[src/rtl/regfile_pkg.sv]
// Shared defaults, ABI register indices and the
// write-back priority select for the regfile_sb slice.
package regfile_pkg;

  localparam int XLEN_DEF  = 32;
  localparam int NREGS_DEF = 32;

  localparam int REG_ZERO = 0;
  localparam int REG_RA   = 1;
  localparam int REG_SP   = 2;
  localparam int REG_T0   = 5;

  typedef enum logic [1:0] {
    SEL_ARR = 2'd0,
    SEL_WB0 = 2'd1,
    SEL_WB1 = 2'd2
  } wb_sel_e;

  // wb0 (ALU) beats wb1 (load return) on a shared target
  function automatic wb_sel_e wb_sel(
    input logic hit0,
    input logic hit1
  );
    wb_sel_e s;
    s = SEL_ARR;
    if (hit0)      s = SEL_WB0;
    else if (hit1) s = SEL_WB1;
    return s;
  endfunction

endpackage

[src/rtl/regfile_sb_if.sv]
// Issue / write-back / read bundle between the
// pipeline (master) and the register file (slave).
interface regfile_sb_if #(
  parameter int XLEN  = 32,
  parameter int NREGS = 32,
  parameter int NRP   = 2
);
  localparam int AW = $clog2(NREGS);

  logic [NRP*AW-1:0]   rd_addr;
  logic [NRP*XLEN-1:0] rd_data;
  logic [NRP-1:0]      rd_busy;
  logic                issue_valid;
  logic [AW-1:0]       issue_rd;
  logic                wb0_en;
  logic [AW-1:0]       wb0_addr;
  logic [XLEN-1:0]     wb0_data;
  logic                wb1_en;
  logic [AW-1:0]       wb1_addr;
  logic [XLEN-1:0]     wb1_data;
  logic [NREGS-1:0]    busy_vec;
  logic                wrote_to_regfile;

  modport master (
    output rd_addr, issue_valid, issue_rd,
    output wb0_en, wb0_addr, wb0_data,
    output wb1_en, wb1_addr, wb1_data,
    input  rd_data, rd_busy,
    input  busy_vec, wrote_to_regfile
  );

  modport slave (
    input  rd_addr, issue_valid, issue_rd,
    input  wb0_en, wb0_addr, wb0_data,
    input  wb1_en, wb1_addr, wb1_data,
    output rd_data, rd_busy,
    output busy_vec, wrote_to_regfile
  );

endinterface

[src/rtl/regfile_fwd.sv]
// One read port: write-back bypass mux and
// busy masking for same-cycle write-backs.
module regfile_fwd
  import regfile_pkg::*;
#(
  parameter int XLEN = 32,
  parameter int AW   = 5
) (
  input  logic [AW-1:0]   addr,
  input  logic [XLEN-1:0] arr_data,
  input  logic            arr_busy,
  input  logic            wb0_en,
  input  logic [AW-1:0]   wb0_addr,
  input  logic [XLEN-1:0] wb0_data,
  input  logic            wb1_en,
  input  logic [AW-1:0]   wb1_addr,
  input  logic [XLEN-1:0] wb1_data,
  output logic [XLEN-1:0] data,
  output logic            busy
);

  logic nz;
  logic hit0;
  logic hit1;

  assign nz   = |addr;
  assign hit0 = nz & wb0_en & (wb0_addr == addr);
  assign hit1 = nz & wb1_en & (wb1_addr == addr);

  // pick live write-back data over the array
  always_comb begin
    data = arr_data;
    unique case (wb_sel(hit0, hit1))
      SEL_WB0: data = wb0_data;
      SEL_WB1: data = wb1_data;
      default: data = arr_data;
    endcase
  end

  assign busy = arr_busy & ~(hit0 | hit1);

endmodule

[src/rtl/regfile_sb.sv]
// Register file with busy-bit scoreboard,
// two write-back ports and per-port forwarding.
module regfile_sb
  import regfile_pkg::*;
#(
  parameter int XLEN  = XLEN_DEF,
  parameter int NREGS = NREGS_DEF,
  parameter int NRP   = 2
) (
  input logic        clk,
  input logic        rst,
  regfile_sb_if.slave bus
);

  localparam int AW = $clog2(NREGS);

  logic [XLEN-1:0]           regs [NREGS];
  logic [NREGS-1:0]          busy;
  logic [NREGS-1:0]          busy_nxt;
  logic                      wrote;
  logic                      w0;
  logic                      w1;
  logic [NRP-1:0][XLEN-1:0]  rdata;
  logic [NRP-1:0]            rbusy;

  assign w0 = bus.wb0_en & (|bus.wb0_addr);
  assign w1 = bus.wb1_en & (|bus.wb1_addr);

  // array update; x0 is never written
  always_ff @(posedge clk or posedge rst) begin
    if (rst) begin
      for (int r = 0; r < NREGS; r++)
        regs[r] <= '0;
    end else begin
      for (int r = 1; r < NREGS; r++) begin
        unique case (wb_sel(
          w0 && (bus.wb0_addr == AW'(r)),
          w1 && (bus.wb1_addr == AW'(r))))
          SEL_WB0: regs[r] <= bus.wb0_data;
          SEL_WB1: regs[r] <= bus.wb1_data;
          default: ;
        endcase
      end
    end
  end

  // scoreboard next state: new producer beats retiring one
  always_comb begin
    busy_nxt    = busy;
    busy_nxt[0] = 1'b0;
    for (int r = 1; r < NREGS; r++) begin
      if (bus.issue_valid &&
          bus.issue_rd == AW'(r))
        busy_nxt[r] = 1'b1;
      else if ((w0 && bus.wb0_addr == AW'(r)) ||
               (w1 && bus.wb1_addr == AW'(r)))
        busy_nxt[r] = 1'b0;
    end
  end

  // scoreboard and write pulse registers
  always_ff @(posedge clk or posedge rst) begin
    if (rst) begin
      busy  <= '0;
      wrote <= 1'b0;
    end else begin
      busy  <= busy_nxt;
      wrote <= w0 | w1;
    end
  end

  for (genvar p = 0; p < NRP; p++) begin : g_rp
    logic [AW-1:0] a;
    assign a = bus.rd_addr[p*AW +: AW];

    regfile_fwd #(
      .XLEN (XLEN),
      .AW   (AW)
    ) u_fwd (
      .addr     (a),
      .arr_data (regs[a]),
      .arr_busy (busy[a]),
      .wb0_en   (bus.wb0_en),
      .wb0_addr (bus.wb0_addr),
      .wb0_data (bus.wb0_data),
      .wb1_en   (bus.wb1_en),
      .wb1_addr (bus.wb1_addr),
      .wb1_data (bus.wb1_data),
      .data     (rdata[p]),
      .busy     (rbusy[p])
    );
  end

  assign bus.rd_data          = rdata;
  assign bus.rd_busy          = rbusy;
  assign bus.busy_vec         = busy;
  assign bus.wrote_to_regfile = wrote;

endmodule

[src/flat_wrapper.sv]
// flat-port wrapper written by rule: the top's interface ports become plain ports
module regfile_sb_flat import regfile_pkg::*;
#(
  parameter int XLEN  = XLEN_DEF,
  parameter int NREGS = NREGS_DEF,
  parameter int NRP   = 2
)
  (clk, rst, bus_rd_addr, bus_issue_valid, bus_issue_rd, bus_wb0_en, bus_wb0_addr, bus_wb0_data, bus_wb1_en, bus_wb1_addr, bus_wb1_data, bus_rd_data, bus_rd_busy, bus_busy_vec, bus_wrote_to_regfile);
  regfile_sb_if #(.XLEN(XLEN), .NREGS(NREGS), .NRP(NRP)) bus_i ();
  input logic clk;
  input logic rst;
  input wire logic [$bits(bus_i.rd_addr)-1:0] bus_rd_addr;
  input wire logic [$bits(bus_i.issue_valid)-1:0] bus_issue_valid;
  input wire logic [$bits(bus_i.issue_rd)-1:0] bus_issue_rd;
  input wire logic [$bits(bus_i.wb0_en)-1:0] bus_wb0_en;
  input wire logic [$bits(bus_i.wb0_addr)-1:0] bus_wb0_addr;
  input wire logic [$bits(bus_i.wb0_data)-1:0] bus_wb0_data;
  input wire logic [$bits(bus_i.wb1_en)-1:0] bus_wb1_en;
  input wire logic [$bits(bus_i.wb1_addr)-1:0] bus_wb1_addr;
  input wire logic [$bits(bus_i.wb1_data)-1:0] bus_wb1_data;
  output wire logic [$bits(bus_i.rd_data)-1:0] bus_rd_data;
  output wire logic [$bits(bus_i.rd_busy)-1:0] bus_rd_busy;
  output wire logic [$bits(bus_i.busy_vec)-1:0] bus_busy_vec;
  output wire logic [$bits(bus_i.wrote_to_regfile)-1:0] bus_wrote_to_regfile;
  assign bus_i.rd_addr = bus_rd_addr;
  assign bus_i.issue_valid = bus_issue_valid;
  assign bus_i.issue_rd = bus_issue_rd;
  assign bus_i.wb0_en = bus_wb0_en;
  assign bus_i.wb0_addr = bus_wb0_addr;
  assign bus_i.wb0_data = bus_wb0_data;
  assign bus_i.wb1_en = bus_wb1_en;
  assign bus_i.wb1_addr = bus_wb1_addr;
  assign bus_i.wb1_data = bus_wb1_data;
  assign bus_rd_data = bus_i.rd_data;
  assign bus_rd_busy = bus_i.rd_busy;
  assign bus_busy_vec = bus_i.busy_vec;
  assign bus_wrote_to_regfile = bus_i.wrote_to_regfile;
  regfile_sb #(.XLEN(XLEN), .NREGS(NREGS), .NRP(NRP)) u_core (.clk(clk), .rst(rst), .bus(bus_i));
endmodule
[config.mk]
export PLATFORM = sky130hd
export DESIGN_NAME = regfile_sb_flat
export DESIGN_NICKNAME = d
export VERILOG_FILES = /design/src/rtl/regfile_pkg.sv /design/src/rtl/regfile_sb_if.sv /design/src/rtl/regfile_fwd.sv /design/src/rtl/regfile_sb.sv /design/src/flat_wrapper.sv
export SDC_FILE = /design/constraint.sdc
export NUM_CORES = 2
export LEC_CHECK = 0
export BUFFER_PORTS_ARGS = -buffer_cell sky130_fd_sc_hd__buf_2
export CAP_MARGIN = 15
export CORE_MARGIN = 10
export CORE_UTILIZATION = 35
export CTS_BUF_LIST = sky130_fd_sc_hd__clkbuf_4 sky130_fd_sc_hd__clkbuf_8 sky130_fd_sc_hd__clkbuf_16
export DETAILED_ROUTE_END_ITERATION = 16
export PLACE_DENSITY = 0.52
export RECOVER_POWER = 100
export SYNTH_ARGS = -nofsm -noshare
export SYNTH_HDL_FRONTEND = slang
export SYNTH_SLANG_ARGS = --single-unit
[constraint.sdc]
create_clock -name clk -period 41.9 [get_ports clk]
set_clock_uncertainty 0.2 [all_clocks]
set_input_delay 8.38 -clock clk [delete_from_list [all_inputs] [get_ports clk]]
set_output_delay 8.38 -clock clk [all_outputs]
set_load 0.02 [all_outputs]
==> results_tabular.tex <==
\begin{tabular}{lr}
\hline
Metric & Value \\
\hline
\multicolumn{2}{l}{\textbf{Timing}} \\
Shortest clock period the worst path allows after layout & 32.71 ns \\
Unrepaired setup endpoints after global routing & no \\
Final number of max-transition violations & 2965 \\
Tightest Pin Transition & 9.18 ns \\
Fmax & 30.6 MHz \\
Final setup fails & 0 \\
Max-Slew Margin vs Limit & -512\% \\
Final hold violation count & 0 \\
Part of the cycle the worst path needs & 78.1\% \\
Total negative setup slack & 0 ns \\
\multicolumn{2}{l}{\textbf{Detailed routing}} \\
Final WL & 324000 um \\
Via Count & 58500 \\
Pre-antenna DRT Iters & 8 \\
1st-iter DRT viols & 8462 \\
Residual antenna-violating net count after detailed routing & 0 \\
WL per Instance & 36.1 um \\
Detailed-route vias per instance & 6.52 \\
Final routed DRC violation total & 0 \\
\multicolumn{2}{l}{\textbf{Run status}} \\
Violated checks & capacitance limit, slew limit \\
Run status & finished, violations left \\
\multicolumn{2}{l}{\textbf{Run}} \\
Count of maximum capacitance violations & 81 \\
\multicolumn{2}{l}{\textbf{CTS}} \\
H-tree depth & 3 \\
Number of buffers inserted during clock tree synthesis & 115 \\
Worst-skew pair later-pin latency & 0.78 ns \\
Count of hold buffers inserted by post-cts repair & 0 \\
Post-CTS setup buffers & 0 \\
Number of resized instances in the post-cts repair step & 0 \\
Post-CTS clock slew at the launch and capture registers of the worst setup and hold paths & 0.06 ns \\
Root buf cell & sky130\_fd\_sc\_hd\_\_clkbuf\_16 \\
Buffers from clock root to sink, at most & 3 \\
\# clock sinks & 1024 \\
TritonCTS clock tree & done \\
\multicolumn{2}{l}{\textbf{Synth}} \\
Top flip-flop cell by instance count after synthesis & sky130\_fd\_sc\_hd\_\_dfrtp\_1 \\
Post-synthesis sequential element count & 1024 \\
Fraction of registers with async set/reset & 100\% \\
Sequential area share after synthesis & 38.8\% \\
Ranking of synthesized cells by area & sky130\_fd\_sc\_hd\_\_dfrtp\_1 (39\%), sky130\_fd\_sc\_hd\_\_mux4\_2 (15\%), sky130\_fd\_sc\_hd\_\_mux2i\_1 (14\%), sky130\_fd\_sc\_hd\_\_a21oi\_1 (7.0\%), sky130\_fd\_sc\_hd\_\_nor2\_1 (4.4\%) \\
Mapped Nets & 6778 \\
Area share of the largest cell type after synthesis & 38.8\% \\
Synth unique cells & 70 \\
Syn avg cell area & 9.88 um\^{}2 \\
Post-Synthesis Cells & 6684 \\
Top cell type by total area after synthesis & sky130\_fd\_sc\_hd\_\_dfrtp\_1 \\
Summed instance area of the synthesized netlist & 66000 um\^{}2 \\
Count of flip-flops with a built-in enable after synthesis & 0 \\
Count of yosys warnings during synthesis & 32 \\
\multicolumn{2}{l}{\textbf{Floorplan}} \\
Initial core utilization & 35.2\% \\
Floorplan die area & 206000 um\^{}2 \\
Number of placement rows & 159 \\
Die Span X & 454 um \\
Core Region & 188000 um\^{}2 \\
I/O pin total & 193 \\
Height of the die & 454 um \\
\multicolumn{2}{l}{\textbf{Pwr}} \\
Power density cells & 49.6 nW/um\^{}2 \\
IR Drop Worst-Case VDD & 0.0337 mV \\
Leakage power figure & 0.0300 uW \\
\multicolumn{2}{l}{\textbf{Global routing}} \\
Global-route wire length before repair & 450000 um \\
Largest net degree at the start of global routing & 154 \\
Vias in the first global route & 54800 \\
Number of antenna violations at the first check in global routing & 41 \\
Global-route usage over all layers & 30.3\% \\
Congestion Overflow GR & 0 \\
\multicolumn{2}{l}{\textbf{Worst setup path}} \\
Number of cells traversed by the worst register-to-register path & 2 \\
Setup crit end kind & output port \\
Terminus of the critical flop-to-flop path & u\_core.regs[415] \\
Crit Reg-Reg Startpoint & u\_core.regs[415] \\
Timing startpoint of the critical path & bus\_rd\_addr[1] \\
Critical Path Sink & bus\_rd\_data[13] \\
Type of the setup path with the least slack & in -> out \\
Arrival time of the worst setup path & 24.13 ns \\
Worst-path fanout max & 99 \\
Setup slack, reg-to-reg & 40.70 ns \\
Required @ worst endpoint & 33.32 ns \\
Critical path launch point type & input port \\
\multicolumn{2}{l}{\textbf{Layout}} \\
Area delta synth->final & 9.13\% \\
Utilization of the core after routing & 38.4\% \\
Share of layout cells above drive strength 1 & 15.9\% \\
Number of nets in the finished design & 6456 \\
\multicolumn{2}{l}{\textbf{Hold path}} \\
Hold Crit Class & reg -> reg \\
\multicolumn{2}{l}{\textbf{Placement}} \\
Final Wtd Congestion & 0.924 \\
Post-DP HPWL & 190000 um \\
Count of port buffers added during placement & 191 \\
\hline
\end{tabular}
-- routing by layer --
layer,global-route usage (%),share of wire [%],vias to the layer above
met5,0,0.039,-
li1,-,-,23800
met2,44.7,43,4296
met3,7.68,11,1199
met4,23.7,9.0,24
met1,37.8,37,29200
-- final cells by class --
| type | instances | area, um^2 |
|---|---|---|
| repair buffers | 360 | 2020 |
| well taps | 2495 | 3120 |
| flip-flops and latches | 1024 | 25600 |
| fillers | 18300 | 116000 |
| diodes | 27 | 67.6 |
| inverters | 76 | 297 |
| multi-input cells | 4785 | 36800 |
| clock buffers | 171 | 3470 |
| clock inverters | 43 | 614 |
-- synthesized netlist by cell type (39+ instances only) --
cell type	instances
sky130_fd_sc_hd__mux4_2	434
sky130_fd_sc_hd__nand2_1	491
sky130_fd_sc_hd__nor2_1	768
sky130_fd_sc_hd__clkbuf_1	495
sky130_fd_sc_hd__a221oi_1	70
sky130_fd_sc_hd__inv_1	43
sky130_fd_sc_hd__mux2i_1	940
sky130_fd_sc_hd__buf_1	108
sky130_fd_sc_hd__nor3_1	300
sky130_fd_sc_hd__mux2_2	68
sky130_fd_sc_hd__dfrtp_1	1024
sky130_fd_sc_hd__a221o_1	39
sky130_fd_sc_hd__a21oi_1	929
sky130_fd_sc_hd__o22ai_1	41
sky130_fd_sc_hd__buf_2	132
sky130_fd_sc_hd__o21ai_0	395
-- flip-flops by register name, indices dropped and copies added, names as in the netlist --
signal / cells
u_core.bus.busy_vec: 31
u_core.bus.wrote_to_regfile: 1
u_core.regs: 992
-- worst min-delay path by stage --
stage / from / to / slack [ns] / cells after the start
2_1_floorplan: u_core.regs[926] / u_core.regs[926] / 0.34 / 2
3_3_place_gp: u_core.bus.busy_vec[13] / u_core.bus.busy_vec[13] / 0.33 / 1
3_5_place_dp: u_core.bus.busy_vec[13] / u_core.bus.busy_vec[13] / 0.35 / 1
4_1_cts: u_core.bus.busy_vec[13] / u_core.bus.busy_vec[13] / 0.35 / 1
5_1_grt: u_core.bus.busy_vec[17] / u_core.bus.busy_vec[17] / 0.39 / 1
6_report: u_core.bus.busy_vec[13] / u_core.bus.busy_vec[13] / 0.36 / 1
-- cells by family after synthesis --
kind of cell / after synthesis / synth area share, %
compound gates: 1662 / 14.5
xor+xnor: 20 / 0.265
buf+inv: 875 / 5.78
flops: 1024 / 38.8
mux: 1442 / 30.2
other cells: 1 / 0.00568
simple gates: 1660 / 10.5
-- worst max-delay path, stage by stage --
cell	delay (ns)
sky130_fd_sc_hd__clkbuf_1	2.68
sky130_fd_sc_hd__clkbuf_1	5.96
sky130_fd_sc_hd__nor2_1	3.50
sky130_fd_sc_hd__buf_4	1.12
sky130_fd_sc_hd__a221o_1	0.40
sky130_fd_sc_hd__a21oi_1	0.41
sky130_fd_sc_hd__nor3_1	0.12
sky130_fd_sc_hd__a221oi_1	1.03
sky130_fd_sc_hd__clkbuf_1	0.32
-- cell usage in the layout, fill, tap and decap left out, types with 30 or more instances in the layout --
cell and instances:
sky130_fd_sc_hd__o22ai_1 41, sky130_fd_sc_hd__mux2_2 68, sky130_fd_sc_hd__a211oi_1 31, sky130_fd_sc_hd__clkbuf_1 126, sky130_fd_sc_hd__dfrtp_1 1024, sky130_fd_sc_hd__buf_4 111, sky130_fd_sc_hd__clkbuf_8 30, sky130_fd_sc_hd__nor3_1 298
sky130_fd_sc_hd__buf_2 113, sky130_fd_sc_hd__o21ai_0 395, sky130_fd_sc_hd__a221o_1 39, sky130_fd_sc_hd__clkbuf_16 115, sky130_fd_sc_hd__clkinv_1 33, sky130_fd_sc_hd__inv_1 34, sky130_fd_sc_hd__a221oi_1 73, sky130_fd_sc_hd__nand2_1 474
sky130_fd_sc_hd__mux2i_1 940, sky130_fd_sc_hd__mux4_2 434, sky130_fd_sc_hd__nor2_1 758, sky130_fd_sc_hd__a21oi_1 929
-- through the flow --
step | setup slack, ns | hold WS (ns) | total power (uW) | area (um^2) | instances
floorplan | 4.50 | 0.340 | 2110 | 66000 | 6684
global placement | 19.83 | 0.334 | 2400 | 68500 | 8733
detailed placement | 20.07 | 0.347 | 2430 | 68500 | 8738
CTS | 20.07 | 0.353 | 3550 | 72600 | 8952
global route | 10.09 | 0.394 | 3710 | 72000 | 8971
finish | 9.19 | 0.360 | 3570 | 72100 | 8981
-- power by group --
| group | switching [uW] | total (uW) | leakage [uW] | internal (uW) |
|---|---|---|---|---|
| clock | 470 | 1130 | 0.00206 | 659 |
| sequential | 219 | 1470 | 0.0125 | 1250 |
| combinational | 501 | 973 | 0.0155 | 472 |
Note: power is estimated with default switching activity, not from simulation.
